`src/rtl/wave_sample_conditioner_if.sv`:
```
// Sample-stream interface between the microphone ADC front end and the waveform conditioner.
// Carries the raw sample input, control inputs, the decimated output stream and an FSM debug tap.
interface wave_sample_conditioner_if;
   // mic_in is taken on a rising clk_sample edge with mic_valid=1 (there is no back-pressure);
   // wave_valid is a one-cycle pulse marking the cycle in which wave_sample/peak_level changed.
   logic [11:0] mic_in;
   logic        mic_valid;
   logic        mode_peak;
   logic        freeze;
   logic [9:0]  wave_sample;
   logic        wave_valid;
   logic [9:0]  peak_level;
   logic [1:0]  dbg_state;

   modport master (
      output mic_in, mic_valid, mode_peak, freeze,
      input  wave_sample, wave_valid, peak_level, dbg_state
   );

   modport slave (
      input  mic_in, mic_valid, mode_peak, freeze,
      output wave_sample, wave_valid, peak_level, dbg_state
   );
endinterface

```
`src/rtl/wave_sample_conditioner.sv`:
```
// Decimates 12-bit ADC samples into the 10-bit display stream (average or peak window) plus a peak level.
// Optional macro WAVE_COND_DC_TRACK_EN replaces the fixed MID with a tracked DC offset.
module wave_sample_conditioner #(
   parameter int DECIM_LOG2 = 2,
   parameter int MID        = 2048
) (
   input  logic                        clk_sample,
   input  logic                        reset,
   wave_sample_conditioner_if.slave    bus
);

   localparam int WIN   = 1 << DECIM_LOG2;
   localparam int CNT_W = (DECIM_LOG2 > 0) ? DECIM_LOG2 : 1;
   localparam int ACC_W = 12 + DECIM_LOG2;
   localparam logic [CNT_W-1:0] CNT_LAST = CNT_W'(WIN - 1);

   typedef enum logic [1:0] {
      S_IDLE   = 2'd0,
      S_ACCUM  = 2'd1,
      S_EMIT   = 2'd2,
      S_FROZEN = 2'd3
   } state_e;

   state_e           state_q, state_d;
   logic [CNT_W-1:0] cnt_q, cnt_d;
   logic [ACC_W-1:0] acc_q, acc_d;
   logic [11:0]      pmax_q, pmax_d;
   logic             mode_q, mode_d;
   logic [9:0]       wave_sample_q, wave_sample_d;
   logic             wave_valid_q, wave_valid_d;
   logic [9:0]       peak_level_q, peak_level_d;

   logic             take;
   logic             first_el;
   logic [11:0]      ref_code;
   logic signed [12:0] diff;
   logic [11:0]      mag;
   logic [11:0]      pmax_half;
   logic [9:0]       peak_sat;
   logic [9:0]       wave_avg;
   logic [9:0]       wave_pk;

`ifdef WAVE_COND_DC_TRACK_EN
   logic [15:0]        dc_q, dc_d;
   logic signed [16:0] dc_err;
   logic signed [16:0] dc_step;
   logic [11:0]        win_mean;
   logic signed [14:0] centred;
   logic signed [14:0] centred_q4;

   assign ref_code   = dc_q[15:4];
   assign dc_err     = $signed({1'b0, bus.mic_in, 4'b0000}) - $signed({1'b0, dc_q});
   assign dc_step    = dc_err >>> 8;
   // Subtracting the tracked offset recentres the trace on mid-screen regardless of mic bias.
   assign win_mean   = 12'(acc_q >> DECIM_LOG2);
   assign centred    = $signed({3'b000, win_mean}) - $signed({3'b000, ref_code}) + 15'sd2048;
   assign centred_q4 = centred >>> 2;
   assign wave_avg   = (centred_q4 < 15'sd0)    ? 10'd0 :
                       (centred_q4 > 15'sd1023) ? 10'd1023 : centred_q4[9:0];
`else
   assign ref_code   = 12'(MID);
   assign wave_avg   = 10'(acc_q >> (DECIM_LOG2 + 2));
`endif

   assign diff      = $signed({1'b0, bus.mic_in}) - $signed({1'b0, ref_code});
   assign mag       = diff[12] ? 12'(-diff) : diff[11:0];
   assign pmax_half = pmax_q >> 1;
   assign peak_sat  = (pmax_half > 12'd1023) ? 10'd1023 : pmax_half[9:0];
   assign wave_pk   = 10'(acc_q >> 2);
   // cnt is zero both in IDLE and in EMIT, so an accepted sample there opens a new window.
   assign first_el  = (cnt_q == '0);

   always_comb begin
      state_d       = state_q;
      cnt_d         = cnt_q;
      acc_d         = acc_q;
      pmax_d        = pmax_q;
      mode_d        = mode_q;
      wave_sample_d = wave_sample_q;
      wave_valid_d  = 1'b0;
      peak_level_d  = peak_level_q;
      take          = 1'b0;
`ifdef WAVE_COND_DC_TRACK_EN
      dc_d          = dc_q;
`endif

      case (state_q)
         S_IDLE: begin
            if (bus.mic_valid && !bus.freeze) take = 1'b1;
         end
         S_ACCUM: begin
            if (bus.freeze) begin
               state_d = S_FROZEN;
               cnt_d   = '0;
               acc_d   = '0;
               pmax_d  = '0;
            end else if (bus.mic_valid) begin
               take = 1'b1;
            end
         end
         S_EMIT: begin
            wave_valid_d  = 1'b1;
            wave_sample_d = mode_q ? wave_pk : wave_avg;
            peak_level_d  = peak_sat;
            cnt_d         = '0;
            acc_d         = '0;
            pmax_d        = '0;
            if (bus.freeze) begin
               state_d = S_FROZEN;
            end else begin
               state_d = S_ACCUM;
               if (bus.mic_valid) take = 1'b1;
            end
         end
         S_FROZEN: begin
            if (!bus.freeze) state_d = S_IDLE;
         end
         default: state_d = S_IDLE;
      endcase

      if (take) begin
         if (first_el) begin
            mode_d = bus.mode_peak;
            acc_d  = ACC_W'(bus.mic_in);
            pmax_d = mag;
         end else begin
            if (mode_q) begin
               acc_d = (ACC_W'(bus.mic_in) > acc_q) ? ACC_W'(bus.mic_in) : acc_q;
            end else begin
               acc_d = acc_q + ACC_W'(bus.mic_in);
            end
            pmax_d = (mag > pmax_q) ? mag : pmax_q;
         end
         if (cnt_q == CNT_LAST) begin
            state_d = S_EMIT;
            cnt_d   = '0;
         end else begin
            state_d = S_ACCUM;
            cnt_d   = cnt_q + 1'b1;
         end
`ifdef WAVE_COND_DC_TRACK_EN
         dc_d = 16'($signed({1'b0, dc_q}) + dc_step);
`endif
      end
   end

   always_ff @(posedge clk_sample) begin
      if (reset) begin
         state_q       <= S_IDLE;
         cnt_q         <= '0;
         acc_q         <= '0;
         pmax_q        <= '0;
         mode_q        <= 1'b0;
         wave_sample_q <= 10'd512;
         wave_valid_q  <= 1'b0;
         peak_level_q  <= 10'd0;
`ifdef WAVE_COND_DC_TRACK_EN
         dc_q          <= 16'(MID << 4);
`endif
      end else begin
         state_q       <= state_d;
         cnt_q         <= cnt_d;
         acc_q         <= acc_d;
         pmax_q        <= pmax_d;
         mode_q        <= mode_d;
         wave_sample_q <= wave_sample_d;
         wave_valid_q  <= wave_valid_d;
         peak_level_q  <= peak_level_d;
`ifdef WAVE_COND_DC_TRACK_EN
         dc_q          <= dc_d;
`endif
      end
   end

   assign bus.wave_sample = wave_sample_q;
   assign bus.wave_valid  = wave_valid_q;
   assign bus.peak_level  = peak_level_q;
   assign bus.dbg_state   = state_q;

endmodule

```
`src/flat_wrapper.sv`:
```
// flat-port wrapper written by rule: the top's interface ports become plain ports
module wave_sample_conditioner_flat 
#(
   parameter int DECIM_LOG2 = 2,
   parameter int MID        = 2048
)
  (clk_sample, reset, bus_mic_in, bus_mic_valid, bus_mode_peak, bus_freeze, bus_wave_sample, bus_wave_valid, bus_peak_level, bus_dbg_state);
  wave_sample_conditioner_if bus_i ();
  input  logic clk_sample;
  input  logic reset;
  input wire logic [$bits(bus_i.mic_in)-1:0] bus_mic_in;
  input wire logic [$bits(bus_i.mic_valid)-1:0] bus_mic_valid;
  input wire logic [$bits(bus_i.mode_peak)-1:0] bus_mode_peak;
  input wire logic [$bits(bus_i.freeze)-1:0] bus_freeze;
  output wire logic [$bits(bus_i.wave_sample)-1:0] bus_wave_sample;
  output wire logic [$bits(bus_i.wave_valid)-1:0] bus_wave_valid;
  output wire logic [$bits(bus_i.peak_level)-1:0] bus_peak_level;
  output wire logic [$bits(bus_i.dbg_state)-1:0] bus_dbg_state;
  assign bus_i.mic_in = bus_mic_in;
  assign bus_i.mic_valid = bus_mic_valid;
  assign bus_i.mode_peak = bus_mode_peak;
  assign bus_i.freeze = bus_freeze;
  assign bus_wave_sample = bus_i.wave_sample;
  assign bus_wave_valid = bus_i.wave_valid;
  assign bus_peak_level = bus_i.peak_level;
  assign bus_dbg_state = bus_i.dbg_state;
  wave_sample_conditioner #(.DECIM_LOG2(DECIM_LOG2), .MID(MID)) u_core (.clk_sample(clk_sample), .reset(reset), .bus(bus_i));
endmodule
```
`config.mk`:
```
export PLATFORM = sky130hd
export DESIGN_NAME = wave_sample_conditioner_flat
export DESIGN_NICKNAME = d
export VERILOG_FILES = /design/src/rtl/wave_sample_conditioner_if.sv /design/src/rtl/wave_sample_conditioner.sv /design/src/flat_wrapper.sv
export SDC_FILE = /design/constraint.sdc
export NUM_CORES = 1
export LEC_CHECK = 0
export CAP_MARGIN = 5
export CORE_MARGIN = 4
export CORE_UTILIZATION = 50
export CTS_CLUSTER_DIAMETER = 120
export DETAILED_ROUTE_END_ITERATION = 16
export PLACE_DENSITY = 0.72
export SKIP_CTS_REPAIR_TIMING = 1
export SYNTH_ARGS = -nofsm -noshare
export SYNTH_HDL_FRONTEND = slang
export SYNTH_SLANG_ARGS = --single-unit
```
`constraint.sdc`:
```
create_clock -name clk_sample -period 5.7 [get_ports clk_sample]
set_clock_uncertainty 0.15 [all_clocks]
set_input_delay 1.14 -clock clk_sample [delete_from_list [all_inputs] [get_ports clk_sample]]
set_output_delay 1.14 -clock clk_sample [all_outputs]
set_load 0.02 [all_outputs]
```
==> results summary <==
The run finished with clean final reports. The count of antenna diodes in the layout is 0. TritonCTS built the clock tree. The total power after layout came out at 0.00153 W. Of all nets on the critical path, the largest fanout is 12. The floorplan step set the die width to 94.0 microns.

The leakage power summed over all cells is 1.67 nW. The critical path goes through clkdlybuf4s50_1, nor4_1, nor3b_1, nand2_1, or4_1, inv_1, ha_1, nand4_1, inv_1, a21oi_1, a31oi_1, nand2b_1, a21oi_1, a21bo_2. The clock tree root buffer cell is sky130_fd_sc_hd__clkbuf_8. No sink is reached through more buffers than the 2 on the longest clock path.

Setup repair after global routing left no endpoint under its margin. In this run the count of I/O pins placed on the die edge is 40. The area of the core is 0.00721 sq mm.

The clock network latency to the later pin of the worst-skew pair came out at 310 ps. The first global-routing pass estimated 14100 microns of wire. The sequential cell fraction of total power is 33.7%. The worst setup path is launched from an input port. Combinational cells account for 49.2% of the total power. The max-cap violation count is 0. The final hold violation count came out at 0. The largest family of logic cells by synthesized area is compound AO/OA/AOI/OAI gates.

Measured against the total synthesized area, the mux share comes to 4.06%. The count of nets left with antenna violations once routing finished came out at 0. The fraction of final layout cells sized beyond drive strength 1 came out at 6.96%.

Of the available clock period, the critical path in the final layout requires 88.6%. The total vias in the final route is 3147. The worst-case vdd ir drop came out at 0.153 mV. The part of the Yosys area used for sequential elements is 28.2%. The routed wire length per instance came out at 14.6 microns. The detailed router's first-iteration violation count came out at 187. The delay of the slowest critical-path stage is 770 ps.

The deepest level of the CTS H-tree is 2. The number of flops mapped to enable cells by yosys is 0. The adder-cell share of the synthesized area came out at 15.4%. The sum of net half-perimeters after detailed placement is 6510 microns. The die boundary height is 94.0 microns. STA puts the critical path data required time at 5820 ps. In this run the tightest slew margin relative to its limit is 35.3%. The number of nets at the end of the flow is 535.

The arrival time reported for the critical path endpoint came out at 5170 ps. The detail-routed via count per cell is 5.49. The quantity of I/O buffers inserted on ports came out at 39. The critical path is of the in2reg type. The final routed DRC violation total is 0. The via count of the first global-routing pass is 3021.

The signed area change from the synthesized netlist to the final layout came out at 14.2%. Clock-pin slew was measured on the worst setup and hold paths at 100 ps. For this run, the total global-route usage over all layers was measured as 19.7%. The analysis attributes to net switching a power of 0.000626 W.

The initial utilization of the core area, before any placement, comes to 51.2%. STA classifies the critical path endpoint as a flip-flop. The pin count of the biggest net entering global routing is 35. The global placement routability congestion came out at 0.927. The synthesized area per cell came out at 8.34 sq um. Summed over all layers, the routed wires come to 8390 microns. The total global routing overflow came out at 0. The number of instances in the synthesized netlist came out at 443. The internal portion of the total power is 0.000899 W. Timing would allow up to 198 MHz. The number of synthesized register bits came out at 52. Summing every instance area after synthesis gives 0.00370 sq mm. The power per cell area came out at 361 mW/mm^2. The final max-slew violation count was 0. Summing the areas of all compound-gate instances in the mapped netlist gives 22.2% of the synthesized area. At the end of the flow the core is filled with cells to 58.5%. The type of the tightest min-delay check is reg2reg. Row generation in the floorplan step produced 31 rows. The die covers 0.00883 sq mm. The proportion of power drawn by the clock network came out at 17.2%.

Summing the areas of all and, or, nand and nor instances in the mapped netlist gives 17.6% of the synthesized area. Before antenna repair, the detailed router went through 4 iterations. The final count of negative-setup-slack endpoints came out at 0.

The final setup TNS came out at 0 ps. The clock sink count is 52. The distinct cell type count of the synthesized netlist is 53. The total clock buffers created by CTS came out at 5.

For the pin with the worst max-slew slack, the measured transition is 970 ps. Summing the areas of all xor and xnor instances in the mapped netlist gives 4.27% of the synthesized area. Synthesis produced a netlist with a net count of 505. The most common flop cell mapped by yosys is sky130_fd_sc_hd__dfxtp_1. The Yosys step of the flow raised 0 warnings.

The initial antenna violation count is 0. The switching power as a share of total power is 41.1%. Among all stages on the critical path, the largest delay is contributed by sky130_fd_sc_hd__a21oi_1. The fraction of registers with async set/reset came out at 0%. The minimum period implied by the final worst setup slack came out at 5050 ps.
-- metrics by stage --
| step | area, sq um | setup WS [ps] | cells | hold WS (ps) |
|---|---|---|---|---|
| floorplan | 3700 | 1740 | 443 | 282 |
| global placement | 4100 | 477 | 565 | 301 |
| detailed placement | 4100 | 410 | 565 | 298 |
| CTS | 4220 | 716 | 573 | 325 |
| global route | 4220 | 343 | 573 | 355 |
| finish | 4220 | 650 | 573 | 328 |
-- cell usage after synthesis, types with 2 or more instances --
cell                        number  area share [%]
sky130_fd_sc_hd__nand3_1         4            0.54
sky130_fd_sc_hd__nand4_1         6             1.0
sky130_fd_sc_hd__o211ai_1        5             1.0
sky130_fd_sc_hd__dfxtp_1        52              28
sky130_fd_sc_hd__xnor2_1         7             1.7
sky130_fd_sc_hd__inv_1          43             4.4
sky130_fd_sc_hd__nand2_1        25             2.5
sky130_fd_sc_hd__nand3_2         2            0.54
sky130_fd_sc_hd__nor4_1          4            0.68
sky130_fd_sc_hd__ha_1           44              15
sky130_fd_sc_hd__o22ai_1        10             1.7
sky130_fd_sc_hd__a21oi_1        38             5.1
sky130_fd_sc_hd__nor2_1         57             5.8
sky130_fd_sc_hd__buf_6           3            0.91
sky130_fd_sc_hd__mux2i_1        15             4.1
sky130_fd_sc_hd__a21bo_2         9             2.4
sky130_fd_sc_hd__buf_2           2            0.27
sky130_fd_sc_hd__a211o_1         8             1.9
sky130_fd_sc_hd__o21bai_1        2            0.41
sky130_fd_sc_hd__a211o_2         2            0.54
sky130_fd_sc_hd__a31oi_1         3            0.51
sky130_fd_sc_hd__a2bb2oi_1       3            0.71
sky130_fd_sc_hd__nand2b_1       16             2.7
sky130_fd_sc_hd__a21boi_0        2            0.41
sky130_fd_sc_hd__a211oi_1       13             2.6
sky130_fd_sc_hd__o31ai_1         2            0.41
sky130_fd_sc_hd__clkbuf_8        3             1.1
sky130_fd_sc_hd__o21ai_0         9             1.2
sky130_fd_sc_hd__clkbuf_1       10             1.0
sky130_fd_sc_hd__o2bb2ai_1       3            0.71
sky130_fd_sc_hd__nor3_1          5            0.68
sky130_fd_sc_hd__xor2_1         11             2.6
sky130_fd_sc_hd__nor2b_1         5            0.85
-- logic make-up after synthesis --
logic type / count (synthesis)
adder cells (fa/ha/maj): 45
multiplexers: 15
flip-flops: 52
buffers and inverters: 64
XOR/XNOR: 18
AO/OA/AOI/OAI: 116
AND/OR/NAND/NOR: 133
-- layer usage --
metal / wire (microns) / up-vias / global-route usage [%]
li1: - / 1600 / -
met1: 3840 / 1484 / 25.5
met2: 4120 / 53 / 34.4
met3: 316 / 10 / 2.72
met4: 113 / 0 / 5.29
met5: 0 / - / 0
-- layout make-up --
class | instances | area, sq um
clock buffer | 5 | 68.8
sequential | 52 | 1040
timing repair buffer | 44 | 428
clock inverter | 3 | 46.3
inverter | 43 | 161
multi-input combinational | 327 | 2350
tap | 99 | 124
fill | 681 | 3000
-- worst max-delay path: cells and delay by family --
kind	cells	cell delay, ps
adder cells (fa/ha/maj)	1	230
AND/OR/NAND/NOR	6	1850
AO/OA/AOI/OAI	4	1280
buffers and inverters	3	670
-- cells in the final DEF (no fill, tap or decap), drive strengths merged, types with 11 or more instances in the layout --
cell type	instances
a211oi	13
a21oi	38
clkdlybuf4s50	39
dfxtp	52
ha	44
inv	44
mux2i	15
nand2	25
nand2b	17
nor2	57
xor2	11
-- worst paths after layout --
kind                                start                end  slack [ps]  cells past startpoint
setup / recovery            bus_mic_in[5]   u_core.pmax_q[9]         650                     14
hold / removal          u_core.pmax_q[11]  u_core.pmax_q[11]         330                      1
setup reg to reg  u_core.bus.dbg_state[1]   u_core.pmax_q[9]        2560                      8
hold reg to reg         u_core.pmax_q[11]  u_core.pmax_q[11]         330                      1
-- power groups by stage --
stage | sequential (W) | combinational [W] | clock [W]
6_report | 0.000514 | 0.000750 | 0.000262
5_1_grt | 0.000527 | 0.000833 | 0.000286
4_1_cts | 0.000514 | 0.000753 | 0.000270
3_5_place_dp | 0.000523 | 0.000749 | 0
3_3_place_gp | 0.000519 | 0.000735 | 0
2_1_floorplan | 0.000568 | 0.000480 | 0
-- flip-flops by register name, summed over array words and instances, names as in the netlist --
| signal | flops |
|---|---|
| u_core.bus.wave_sample | 10 |
| u_core.pmax_q | 12 |
| u_core.acc_q | 14 |
| u_core.bus.peak_level | 10 |
| u_core.mode_q | 1 |
| u_core.bus.dbg_state | 2 |
| u_core.cnt_q | 2 |
| u_core.bus.wave_valid | 1 |
Power figures use the tool's default switching activity.
